==> config.mk <==
export PLATFORM = sky130hd
export DESIGN_NAME = counter_step_scheduler
export DESIGN_NICKNAME = d
export VERILOG_FILES = /design/src/rtl/counter_step_scheduler.sv
export SDC_FILE = /design/constraint.sdc
export NUM_CORES = 1
export LEC_CHECK = 0
export CAP_MARGIN = 20
export CORE_MARGIN = 8
export CORE_UTILIZATION = 62
export CTS_CLUSTER_DIAMETER = 120
export DETAILED_ROUTE_END_ITERATION = 16
export PLACE_DENSITY = 0.82
export SYNTH_ARGS = -nofsm -noshare
export SYNTH_HDL_FRONTEND = slang
export SYNTH_SLANG_ARGS = --single-unit
==> constraint.sdc <==
create_clock -name clk_i -period 2.49 [get_ports clk_i]
set_clock_uncertainty 0.05 [all_clocks]
set_input_delay 0.498 -clock clk_i [delete_from_list [all_inputs] [get_ports clk_i]]
set_output_delay 0.498 -clock clk_i [all_outputs]
set_load 0.05 [all_outputs]
==> src/rtl/counter_step_scheduler.sv <==
// Control front-end for the shift/binary LED counter datapaths: debounces the step, mode and
// auto buttons and sequences one-cycle step/clear strobes, the mode select and the auto timer.
module counter_step_scheduler #(
  parameter int unsigned DEBOUNCE_CYCLES = 2000000,
  parameter int unsigned AUTO_PERIOD     = 25000000,
  parameter int unsigned CNT_W           = 25
) (
  input  logic       clk_i,
  input  logic       rst_ni,
  input  logic       btn_step_i,
  input  logic       btn_mode_i,
  input  logic       btn_auto_i,
  output logic       step_o,
  output logic       clear_o,
  output logic [1:0] mode_o,
  output logic       auto_en_o
);

  localparam int unsigned BtnStep = 0;
  localparam int unsigned BtnMode = 1;
  localparam int unsigned BtnAuto = 2;

  localparam logic [CNT_W-1:0] DbLast  = CNT_W'(DEBOUNCE_CYCLES - 1);
  localparam logic [CNT_W-1:0] PreLast = CNT_W'(AUTO_PERIOD - 1);

  typedef enum logic [1:0] {StIdle, StClear, StStep} state_e;

  logic [2:0] btn_raw;
  logic [2:0] press;

  assign btn_raw = {btn_auto_i, btn_mode_i, btn_step_i};

  // Per button: 2-flop synchronizer, then a level that only follows after a stable run.
  for (genvar g = 0; g < 3; g++) begin : gen_btn
    logic             sync1_q, sync2_q;
    logic             level_q, level_d;
    logic             press_q, press_d;
    logic [CNT_W-1:0] cnt_q, cnt_d;

    always_comb begin
      level_d = level_q;
      press_d = 1'b0;
      cnt_d   = '0;
      if (sync2_q != level_q) begin
        if (cnt_q == DbLast) begin
          level_d = sync2_q;
          press_d = ~sync2_q;
        end else begin
          cnt_d = cnt_q + 1'b1;
        end
      end
    end

    always_ff @(posedge clk_i or negedge rst_ni) begin
      if (!rst_ni) begin
        sync1_q <= 1'b1;
        sync2_q <= 1'b1;
        level_q <= 1'b1;
        press_q <= 1'b0;
        cnt_q   <= '0;
      end else begin
        sync1_q <= btn_raw[g];
        sync2_q <= sync1_q;
        level_q <= level_d;
        press_q <= press_d;
        cnt_q   <= cnt_d;
      end
    end

    assign press[g] = press_q;
  end

  state_e           state_q, state_d;
  logic             pend_q, pend_d;
  logic [1:0]       mode_q, mode_d;
  logic             auto_q, auto_d;
  logic             step_q, step_d;
  logic             clear_q, clear_d;
  logic [CNT_W-1:0] pre_q, pre_d;
  logic             tick;
  logic             step_req;

  assign tick     = auto_q && (pre_q == PreLast);
  assign step_req = press[BtnStep] | tick;

  always_comb begin
    state_d = state_q;
    pend_d  = pend_q;
    mode_d  = mode_q;
    unique case (state_q)
      StIdle: begin
        if (press[BtnMode]) begin
          state_d = StClear;
          mode_d  = mode_q + 2'd1;
          // A step arriving with the mode press is served after the clear.
          pend_d  = pend_q | step_req;
        end else if (step_req || pend_q) begin
          state_d = StStep;
        end
      end
      StClear: begin
        state_d = StIdle;
        pend_d  = pend_q | step_req;
      end
      StStep: begin
        state_d = StIdle;
        // Manual presses are queued; auto ticks landing here are dropped.
        pend_d  = press[BtnStep];
      end
      default: state_d = StIdle;
    endcase

    step_d  = (state_d == StStep);
    clear_d = (state_d == StClear);
    auto_d  = auto_q ^ press[BtnAuto];

    if (!auto_q || press[BtnAuto] || (state_d != StIdle) || tick) begin
      pre_d = '0;
    end else begin
      pre_d = pre_q + 1'b1;
    end
  end

  always_ff @(posedge clk_i or negedge rst_ni) begin
    if (!rst_ni) begin
      state_q <= StIdle;
      pend_q  <= 1'b0;
      mode_q  <= 2'b00;
      auto_q  <= 1'b0;
      step_q  <= 1'b0;
      clear_q <= 1'b0;
      pre_q   <= '0;
    end else begin
      state_q <= state_d;
      pend_q  <= pend_d;
      mode_q  <= mode_d;
      auto_q  <= auto_d;
      step_q  <= step_d;
      clear_q <= clear_d;
      pre_q   <= pre_d;
    end
  end

  assign step_o    = step_q;
  assign clear_o   = clear_q;
  assign mode_o    = mode_q;
  assign auto_en_o = auto_q;

endmodule

==> results of run 1 <==
[registers in the layout, indices dropped and copies added (netlist names), 2 cells and up]
register and cells:
gen_btn.press_q 3, mode_o 2, gen_btn.level_q 3, pre_q 25, state_q 2, gen_btn.sync1_q 3
gen_btn.sync2_q 3, gen_btn.cnt_q 75
[power by group through the flow]
stage               sequential [uW]  combinational [uW]  clock (uW)
floorplan                      2020                39.2           0
global placement               2020                 102           0
detailed placement             2020                 105           0
CTS                            1990                 107        2460
global route                   1990                 121        2540
finish                         1990                 104        2420
[through the flow]
stage               hold slack, ns  util, %  power [uW]  area (um2)  setup slack, ns
floorplan                   0.1524        -        2056        5886           0.3262
global placement            0.2966    66.32        2121        6128           0.4269
detailed placement          0.2982    66.32        2125        6128           0.3516
CTS                         0.3061    72.84        4554        6730           0.1649
global route                0.3079    72.84        4653        6730           0.1160
finish                      0.3025    72.84        4516        6730           0.1848
[repair_timing]
item / 4_1_cts / 5_1_grt
hold buffers: 1 / 0
endpoints found under the hold margin: 27 / 0
buffers inserted: 0 / 0
[layout by cell type, fill, tap and decap left out, types with 2 or more instances in the layout]
cell type	n
and3_1	8
nor4_1	9
clkinvlp_4	3
ha_1	5
mux2_2	3
nand3_1	33
o21ai_0	15
or4_1	29
nor2_1	60
o31ai_2	2
nor3b_1	4
and4_2	2
buf_4	10
dfstp_2	9
o31ai_1	27
xor2_1	28
nor4b_1	4
clkbuf_16	16
o21a_1	2
a21oi_1	45
nor3_1	11
clkbuf_8	4
and4_1	13
nand4_1	31
inv_1	13
o21ba_2	2
dfrtp_1	111
xnor2_1	25
and3b_1	2
clkdlybuf4s50_1	8
and2_1	5
or3_1	18
bufinv_16	3
nand2_1	32
clkbuf_1	5
nor2b_1	2
[metal layers]
metal  track usage [%]  vias to the layer above  routed length (um)  part of all wire [%]
met3             5.230                       15                 452                   3.7
li1                  -                     2203                   -                     -
met2             32.06                       99                6077                    50
met4             8.082                        0                 146                   1.2
met1             24.97                     2303                5383                    45
met5                 0                        -                   0                     0
[cells by family (layout without fill, tap and decap cells)]
| family | Yosys count | after routing | share of synthesized area [%] |
|---|---|---|---|
| and+or+nand+nor | 271 | 271 | 26.04 |
| DFF | 120 | 120 | 51.21 |
| AOI/OAI and AO/OA | 99 | 99 | 10.50 |
| xor gates and xnor gates | 53 | 53 | 7.887 |
| buffers and inverters | 36 | 65 | 2.721 |
| adders and majority gates | 5 | 5 | 1.063 |
| muxes | 3 | 3 | 0.5739 |
[worst paths after layout]
check                                     from                    to  slack [ns]
min in group asynchronous               rst_ni  gen_btn[2].cnt_q[21]        0.41
max in group asynchronous               rst_ni    gen_btn[2].sync2_q        1.28
max reg2reg                gen_btn[2].cnt_q[0]  gen_btn[2].cnt_q[15]        0.28
min reg2reg                 gen_btn[0].sync1_q    gen_btn[0].sync2_q        0.30
max                                  mode_o[0]             mode_o[0]        0.18
min                         gen_btn[0].sync1_q    gen_btn[0].sync2_q        0.30
[area by class of cell]
cell class / instances / area share (%)
clock inverter: 7 / 1.748
timing repair buffer: 20 / 2.751
multi-input combinational: 431 / 40.55
inverter: 13 / 0.7250
tap: 129 / 2.398
sequential: 120 / 44.79
clock buffer: 25 / 7.046
==> impl_results.md, run 1 <==
* Final Instance Count excl. Fillers at 745
* Synthesized netlist cell count at 587
* Layout Nets at roughly 610
* Core area at just over 9000 um2
* Mean number of vias per cell at ~6.2
* Total net switching power at 908.1 uW
* Most common flop cell mapped by yosys: dfrtp_1
* Post-synthesis sequential area ratio at 51.21%
* Ordered cell list for the critical path: clkdlybuf4s50_1
* Gate power share at under 10%
* Synthesis warning total at 0
* WP data arrival at approximately 1.8 ns
* Critical path buffer and inverter count at 1
* Buffers from clock root to sink, at most at 2
* Most used standard cells in the synthesized netlist: dfrtp_1, nor2_1, a21oi_1
* Count of cell instances traversed by the critical path at 1
* Width of the die at 113.4 um
* Ratio of cells with drive above 1 in the final layout at 10.39%
* FILL cells at 664
* Share of the synthesized area in the top cell type at 47.19%
* Residual DRC count at 0
* Via count at around 4.6k
* Capturing element type of the critical path: primary output
* Global router's overall resource usage at 19.87%
* Register Area at around 3000 um2
* Layout area overhead at 14.35%
* Number of top-level pins at 10
* Tightest Pin Transition at 0.5371 ns
* Num CTS Buffers at 17
* Max stage delay cell, worst path: clkdlybuf4s50_1
* Most common cell in the synthesized netlist: dfrtp_1
* Power density normalized to cell area at 671.1 nW/um2
* Post-detailed-route wirelength per cell at roughly 16 um
* Crit path time final at approximately 2.3 ns
* Setup tns final at 0 ns
* Area of the multi-input gates at 2729 um2
* Number of antenna violations at the first check in global routing at 0
* Number of levels the H-tree was split into at 4
* Net switching fraction of the power at between 20% and 30%
* Clock latency on the worst-skew pair at roughly 0.52 ns
* Clock slew at reported path FFs at ~0.060 ns
* Max-Cap Viols at 0
* Power Internal at 3608 uW
* Outcome: completed
* Total die area at 12870 um2
* Routed Wire Length at 12060 um
* Startpoint Class: flop
* Total number of placement rows at 35
* Total count of hold-check failures in the final report at 0
* Register share of total power at 44.0%
* Proportion of power drawn by the clock network at 53.7%
* First-pass GRT wire length at 20820 um
* Synth area leaders: dfrtp_1, xor2_1, dfstp_2, a21oi_1, nor2_1
* Share of async-settable or async-resettable flops after synthesis at 100.0%
* Final clock period utilization by the worst path at approximately 90%
* Number of instances in the placed design at between 700 and 800
* Number of search-and-repair iterations in the first detailed-routing pass at 4
* Data required time of the worst path at 1.94 ns
* Gate family responsible for the most delay along the worst path: buffers and inverters
* Resized Gates After CTS at 0
* Net count after synthesis at 597
* RD Place Congestion at 0.8300
* Post-DP HPWL at approximately 7900 um
* Worst Setup Path Type: reg -> out
* Critical path fanouts, max at 3
* Number of enable-type register cells in the synthesized netlist at 0
* Violation count after the first detailed-route iteration at 302
* Hold Crit Class: reg -> reg
* Unrepaired setup endpoints after global routing: false
* Crit-path max cell delay at about 0.84 ns
* CTS Root Cell: clkbuf_8
* DRT antenna net count at 0
* Library cells used by synthesis at between 40 and 50
* Number of synthesized register bits at 120
* TritonCTS sink count at 120
* Relative slew margins at between 60 and 70%
* R2R depth at 6
* Port bufs at 9
* Via count of the first global-routing pass at 4534
* Antenna diode instance count at 0
* Worst ir drop on vdd at 536.3 uV
* Clock tree from TritonCTS: yes
* Setup violation total in the final timing report at 0
* Slew Viols, Final at 0
* Peak clock frequency supported by timing at 433.8 MHz
* Die H at 113.4 um
* Pin count of the biggest net entering global routing at 51
* Sum of overflow across all layers after global routing at 0
* Avg Cell Area, Syn at 10.03 um2
* Top cell type by total area after synthesis: dfrtp_1
* Number of cells on the worst hold path at 0
* Netlist area before placement at 5886 um2
* P_leak at 0.002654 uW
* Initial standard-cell utilization of the core at 63.70%
(Power assumes the default switching activity.)
==> inputs of run 2 (changes only) <==
--- a/config.mk
+++ b/config.mk
@@ -7,10 +7,10 @@
 export LEC_CHECK = 0
 export CAP_MARGIN = 20
 export CORE_MARGIN = 8
-export CORE_UTILIZATION = 62
+export CORE_UTILIZATION = 56
 export CTS_CLUSTER_DIAMETER = 120
 export DETAILED_ROUTE_END_ITERATION = 16
-export PLACE_DENSITY = 0.82
+export PLACE_DENSITY = 0.78
 export SYNTH_ARGS = -nofsm -noshare
 export SYNTH_HDL_FRONTEND = slang
 export SYNTH_SLANG_ARGS = --single-unit
==> constraint.sdc (replaced) <==
create_clock -name clk_i -period 2 [get_ports clk_i]
set_clock_uncertainty 0.05 [all_clocks]
set_input_delay 0.4 -clock clk_i [delete_from_list [all_inputs] [get_ports clk_i]]
set_output_delay 0.4 -clock clk_i [all_outputs]
set_load 0.05 [all_outputs]
==> run 2 against run 1 <==
Against the previous run: critical endpoint is now pre_q[1]; register-to-register slack worse by 0.29 ns; power up 27%; count of clock-buffer cells in the layout unchanged; via count up 2.8%; the flow now finishes with violations (setup timing); largest cell class unchanged.
==> impl_results.md, run 2 (synthesis gave the netlist of run 1 again) <==
* Global router's overall resource usage at 18.23% (-1.6 points)
* Die H at 118.5 um (+4.5%)
* WP data arrival at 2.38 ns (+0.62 ns)
* P_leak at 0.002913 uW (+9.7%)
* Port bufs at 9 (unchanged)
* Post-Place Worst Slack at -0.02684 ns (-0.3785 ns)
* Hold Crit Class: in -> reg
* Capturing element type of the critical path: flop
* Area of the multi-input gates at 2776 um2 (+1.7%)
* Number of antenna violations at the first check in global routing at 0 (unchanged)
* Register Area at 3015 um2 (about the same)
* Most utilized layer in the global route result: met2
* Final clock period utilization by the worst path at 100.5%
* Post-placement cell area at 6412 um2 (+4.6%)
* Commonest non-fill, non-tap cells in the layout: dfrtp_1, nor2_1, buf_4
* Number of flip-flops in the largest register at 75 (unchanged)
* RD Place Congestion at 0.8388 (+1.1%)
* Critical path fanouts, max at 4 (+1)
* Violation count after the first detailed-route iteration at 319 (+5.6%)
* Slew Viols, Final at 0 (unchanged)
* First-pass GRT wire length at 21280 um (+2.2%)
* Registers with the highest flip-flop counts: gen_btn.cnt_q: 75 flops, pre_q: 25 flops
* Total number of placement rows at 37 (+5.7%)
* Failing checks: setup timing
* Post-detailed-route wirelength per cell at 15.32 um (-5.4%)
* Mean number of vias per cell at 6.005 (-3.2%)
* Startpoint Class: flop
* Ratio of cells with drive above 1 in the final layout at 17.86% (+7.5 points)
* Final Instance Area at 7123 um2 (+5.8%)
* Register-to-Register Setup Slack at -0.01 ns (-0.29 ns)
* Data required time of the worst path at 2.37 ns (+0.43 ns)
* Pin count of the biggest net entering global routing at 34 (-33%)
* Power Internal at 4606 uW (+28%)
* Total die area at 14050 um2 (+9.2%)
* Residual DRC count at 0 (unchanged)
* Most flops, register: gen_btn.cnt_q
* Crit path time final at 2.010 ns
* Number of search-and-repair iterations in the first detailed-routing pass at 5 (+1)
* Worst Setup Path Type: reg -> reg
* Proportion of power drawn by the clock network at 54.4% (+0.7 points)
* Unrepaired setup endpoints after global routing: true
* Peak clock frequency supported by timing at 497.5 MHz
* Met1 usage at 23.36% (-1.6 points)
* Number of cells on the worst hold path at 1 (+1)
* Net switching fraction of the power at 19.99% (-0.12 points)
* Relative slew margins at 57.38% (-6.7 points)
* Met2 routing resource usage after global routing at 28.58% (-3.5 points)
* Register share of total power at 43.0% (-1.0 points)
* Width of the die at 118.5 um (+4.5%)
* Number of levels the H-tree was split into at 4 (unchanged)
* Core area at 10280 um2 (+11%)
* Routed Wire Length at 12120 um (+0.48%)
* TritonCTS sink count at 120 (unchanged)
* Via count of the first global-routing pass at 4624 (+2.0%)
* Worst ir drop on vdd at 591.3 uV (+10%)
* Layout Nets at 652 (+6.4%)
* Worst reg2reg startpoint: pre_q[9]
* R2R depth at 4 (-2)
* CTS Root Cell: clkbuf_8
* Via count at 4750 (+2.8%)
* Gate power share at 2.6% (+0.3 points)
* Tightest Pin Transition at 0.6379 ns (+0.1007 ns)
* Worst-case setup margin in the final layout at -0.01018 ns (-0.1949 ns)
* Sum of overflow across all layers after global routing at 0 (unchanged)
* Outcome: finished, violations left
* Power density normalized to cell area at 808.1 nW/um2 (+20%)
* Max-Cap Viols at 0 (unchanged)
* Setup violation total in the final timing report at 2 (+2)
* Num CTS Buffers at 17 (unchanged)
* DRT antenna net count at 0 (unchanged)
* Buffers from clock root to sink, at most at 2 (unchanged)
* Total net switching power at 1151 uW (+27%)
* Initial standard-cell utilization of the core at 57.27% (-6.4 points)
* Clock slew at reported path FFs at 0.05 ns (about the same)
* Clock latency on the worst-skew pair at 0.53 ns (about the same)
* Worst-case hold path end point: gen_btn[0].sync1_q
* Layout area overhead at 21.02%
* Hold path start: btn_step_i
* Most frequent standard cell in the layout excluding fill and tap cells: dfrtp_1
* Antenna diode instance count at 0 (unchanged)
* FILL cells at 747 (+13%)
* Destination of the worst register-to-register timing path: pre_q[1]
* Post-DP HPWL at 8091 um (+2.9%)
* Total count of hold-check failures in the final report at 0 (unchanged)
* Global routing met3 resource utilization at 4.712% (-0.52 points)
* Number of top-level pins at 10 (unchanged)
* Clock tree from TritonCTS: yes
## run 2: cell count changes in the layout (fill, tap and decap cells not counted), sizes merged
cell	change
buf	+40
clkinv	+2
clkinvlp	-2
clkdlybuf4s50	-5
dlygate4sd2	+4
## run 2: per-layer routing
| layer | vias to the layer above | routed length, um |
|---|---|---|
| li1 | 2289 | - |
| met2 | 79 | 5903 |
| met4 | 0 | 210 |
| met1 | 2364 | 5621 |
| met3 | 18 | 382 |
| met5 | - | 0 |
## run 2: area by class of cell
type / count / area share [%]
clock buffer: 25 / 7.079
clock inverter: 7 / 1.581
inverter: 13 / 0.6851
multi-input combinational: 431 / 38.98
sequential: 120 / 42.33
tap: 136 / 2.389
timing repair buffer: 59 / 6.956
## run 2: metrics by stage
stage	hold slack, ns	cells	total power (uW)	util, %	setup TNS (ns)
final	0.2237	791	5756	69.31	-0.01074
after global routing	0.2075	791	5937	69.31	-0.7158
after CTS	0.2032	787	5791	68.63	-0.003155
after detailed placement	0.2972	752	2660	62.39	-0.06736
after global placement	0.2956	752	2654	62.39	-0.02048
after floorplan	0.05441	587	2560	-	-0.01645
## run 2: repair_timing
item / in CTS / in global routing
hold buffers: 1 / 0
setup buffers: 2 / 4
resized for setup: 5 / 9
pin swaps: 2 / 2
hold endpoints to repair: 26 / 0
endpoints found under the setup margin: 27 / 38
## run 2: worst max-delay path: stages, from the launching register on
cell,delay (ns)
dfrtp_1,0.38
or4_4,0.54
or4_4,0.52
or2_4,0.28
and3_4,0.15
## run 2: power by group through the flow
stage	sequential, uW	combinational, uW	clock, uW
CTS	2470	151	3170
detailed placement	2510	145	0
floorplan	2510	48.8	0
global route	2480	173	3290
finish	2470	151	3130
global placement	2510	141	0
## run 2: worst max-delay path by stage
stage | from | to | slack, ns | cells after the start
2_1_floorplan | pre_q[15] | pre_q[1] | -0.02 | 4
3_3_place_gp | pre_q[9] | pre_q[1] | -0.02 | 4
3_5_place_dp | pre_q[9] | pre_q[1] | -0.03 | 4
4_1_cts | pre_q[9] | pre_q[1] | -0.003 | 4
5_1_grt | pre_q[9] | pre_q[24] | -0.05 | 5
6_report | pre_q[9] | pre_q[1] | -0.01 | 4
==> inputs of run 3 (changes only) <==
--- a/config.mk
+++ b/config.mk
@@ -11,6 +11,8 @@
 export CTS_CLUSTER_DIAMETER = 120
 export DETAILED_ROUTE_END_ITERATION = 16
 export PLACE_DENSITY = 0.78
+export RECOVER_POWER = 25
+export SKIP_CTS_REPAIR_TIMING = 1
 export SYNTH_ARGS = -nofsm -noshare
 export SYNTH_HDL_FRONTEND = slang
 export SYNTH_SLANG_ARGS = --single-unit
==> run 3 against run 2 <==
Against the previous run: the flow still finishes with violations (setup timing); count of clock-buffer cells in the layout is the same; design area shrank 0.14%; die area is the same; fmax is essentially flat; power shrank 0.33%; sequential share of layout area grew 0.060 points; combinational power shrank 5%; via count grew 0.19%; worst hold slack gained 0.082 ns; final cell count shrank 0.13%; critical path type unchanged.
==> impl_results.md, run 3 (synthesis gave the netlist of run 1 again) <==
* WP data arrival at 2.37 ns (about the same)
* Routed Wire Length at 12120 um (about the same)
* Commonest non-fill, non-tap cells in the layout: dfrtp_1, nor2_1, buf_4
* Violation count after the first detailed-route iteration at 340 (+6.6%)
* Number of flip-flops in the largest register at 75 (unchanged)
* Die H at 118.5 um (unchanged)
* First-pass GRT wire length at 21220 um (-0.26%)
* Post-DP HPWL at 8091 um (unchanged)
* Slew Viols, Final at 0 (unchanged)
* Initial standard-cell utilization of the core at 57.27% (unchanged)
* Failing checks: setup timing
* Relative slew margins at 43.04% (-14 points)
* Mean number of vias per cell at 6.024 (+0.32%)
* Worst hold margin at 0.3054 ns (+0.08168 ns)
* Ratio of cells with drive above 1 in the final layout at 17.74% (-0.13 points)
* Sum of overflow across all layers after global routing at 0 (unchanged)
* Ordered cell list for the critical path: or4_4, or4_4, or2_4, and3_4
* Outcome: finished, violations left
* Residual DRC count at 0 (unchanged)
* Layout Nets at 651 (-0.15%)
* Total number of placement rows at 37 (unchanged)
* Tightest Pin Transition at 0.8544 ns (+0.2166 ns)
* Width of the die at 118.5 um (unchanged)
* Post-placement cell area at 6412 um2 (unchanged)
* Via count at 4759 (+0.19%)
* Clock slew at reported path FFs at 0.05 ns (about the same)
* Max-Cap Viols at 0 (unchanged)
* Post-detailed-route wirelength per cell at 15.34 um (+0.11%)
* Number of levels the H-tree was split into at 4 (unchanged)
* Final clock period utilization by the worst path at 100.5% (about the same)
* Number of top-level pins at 10 (unchanged)
* CTS Root Cell: clkbuf_8
* Peak clock frequency supported by timing at 497.3 MHz (about the same)
* Worst ir drop on vdd at 591.0 uV (about the same)
* Clock tree from TritonCTS: yes
* Layout area overhead at 20.85%
* Buffers from clock root to sink, at most at 2 (unchanged)
* Power density normalized to cell area at 806.6 nW/um2 (-0.18%)
* Final Instance Count excl. Fillers at 790 (-0.13%)
* Capturing element type of the critical path: flop
* Crit-path max cell delay at 0.54 ns (about the same)
* DRT antenna net count at 0 (unchanged)
* Setup violation total in the final timing report at 2 (unchanged)
* P_leak at 0.002958 uW (+1.6%)
* Worst Setup Path Type: reg -> reg
* Number of search-and-repair iterations in the first detailed-routing pass at 6 (+1)
* TritonCTS sink count at 120 (unchanged)
* Data required time of the worst path at 2.36 ns (about the same)
* Unrepaired setup endpoints after global routing: true
* Port bufs at 9 (unchanged)
* Registers with the highest flip-flop counts: gen_btn.cnt_q: 75 flops, pre_q: 25 flops
* Num CTS Buffers at 17 (unchanged)
* Total die area at 14050 um2 (unchanged)
* Crit path time final at 2.011 ns (+0.0006505 ns)
* Via count of the first global-routing pass at 4617 (-0.15%)
* Number of instances in the placed design at 752 (unchanged)
* Critical Path Most Common Cell: or4_4
* Final Instance Area at 7113 um2 (-0.14%)
* Hold Crit Class: reg -> reg
* Pin count of the biggest net entering global routing at 34 (unchanged)
* RD Place Congestion at 0.8388 (unchanged)
* Most frequent standard cell in the layout excluding fill and tap cells: dfrtp_1
* End-of-flow core utilization at 69.21% (-0.097 points)
* Most flops, register: gen_btn.cnt_q
* Clock latency on the worst-skew pair at 0.52 ns (about the same)
* Max stage delay cell, worst path: or4_4
* Startpoint Class: flop
* Total count of hold-check failures in the final report at 0 (unchanged)
* Core area at 10280 um2 (unchanged)
* Global router's overall resource usage at 18.20% (-0.031 points)
* Number of antenna violations at the first check in global routing at 0 (unchanged)
* Critical path fanouts, max at 4 (unchanged)
* Worst-case setup margin in the final layout at -0.01083 ns (-0.0006505 ns)
* Antenna diode instance count at 0 (unchanged)
run 3: cell count changes in the layout (fill, tap and decap cells not counted), sizes merged:
cell / previous run / this run
buf: 51 / 48
clkdlybuf4s50: 3 / 0
clkbuf: 25 / 27
dlygate4sd3: 1 / 4
dlymetal6s2s: 0 / 4
dlygate4sd2: 4 / 0
run 3: metal layers:
layer / share of wire [%] / up-vias / GRT usage (%)
li1: - / 2288 / -
met4: 1.5 / 0 / 8.300
met5: 0 / - / 0
met3: 3.3 / 17 / 4.807
met2: 49 / 102 / 28.54
met1: 46 / 2352 / 23.20
run 3: through the flow:
step / setup TNS, ns / power [uW] / setup WS, ns
after floorplan: -0.01645 / 2560 / -0.01540
after global placement: -0.02048 / 2654 / -0.01685
after detailed placement: -0.06736 / 2660 / -0.02684
after CTS: -0.8916 / 5787 / -0.2077
after global routing: -0.7488 / 5930 / -0.05735
final: -0.01337 / 5737 / -0.01083
run 3: cell type report:
type	count	area, um2
clock buffers	25	504.2
clock inverters	7	112.6
multi-input cells	431	2776
flip-flops and latches	120	3015
well taps	136	170.2
inverters	13	48.80
fillers	749	3164
repair buffers	58	485.5
run 3: critical path, delay by kind of cell (launching register included):
family | cells | cell delay (ns)
simple gates | 4 | 1.49
flops | 1 | 0.38
run 3: worst paths after layout:
| kind | end | depth (start not counted) | slack, ns | from |
|---|---|---|---|---|
| max in group asynchronous | gen_btn[1].level_q | 3 | 0.37 | rst_ni |
| min in group asynchronous | gen_btn[2].cnt_q[19] | 2 | 0.47 | rst_ni |
| worst max register to register | pre_q[1] | 4 | -0.01 | pre_q[9] |
| worst min-delay path | gen_btn[0].sync2_q | 0 | 0.31 | gen_btn[0].sync1_q |
| worst min register to register | gen_btn[0].sync2_q | 0 | 0.31 | gen_btn[0].sync1_q |
| worst max-delay path | pre_q[1] | 4 | -0.01 | pre_q[9] |
run 3: where the power goes:
part	leakage [uW]	switching [uW]	internal, uW
sequential	0.00164	17.9	2460
clock	0.000304	1030	2090
combinational	0.00102	91.7	51.6
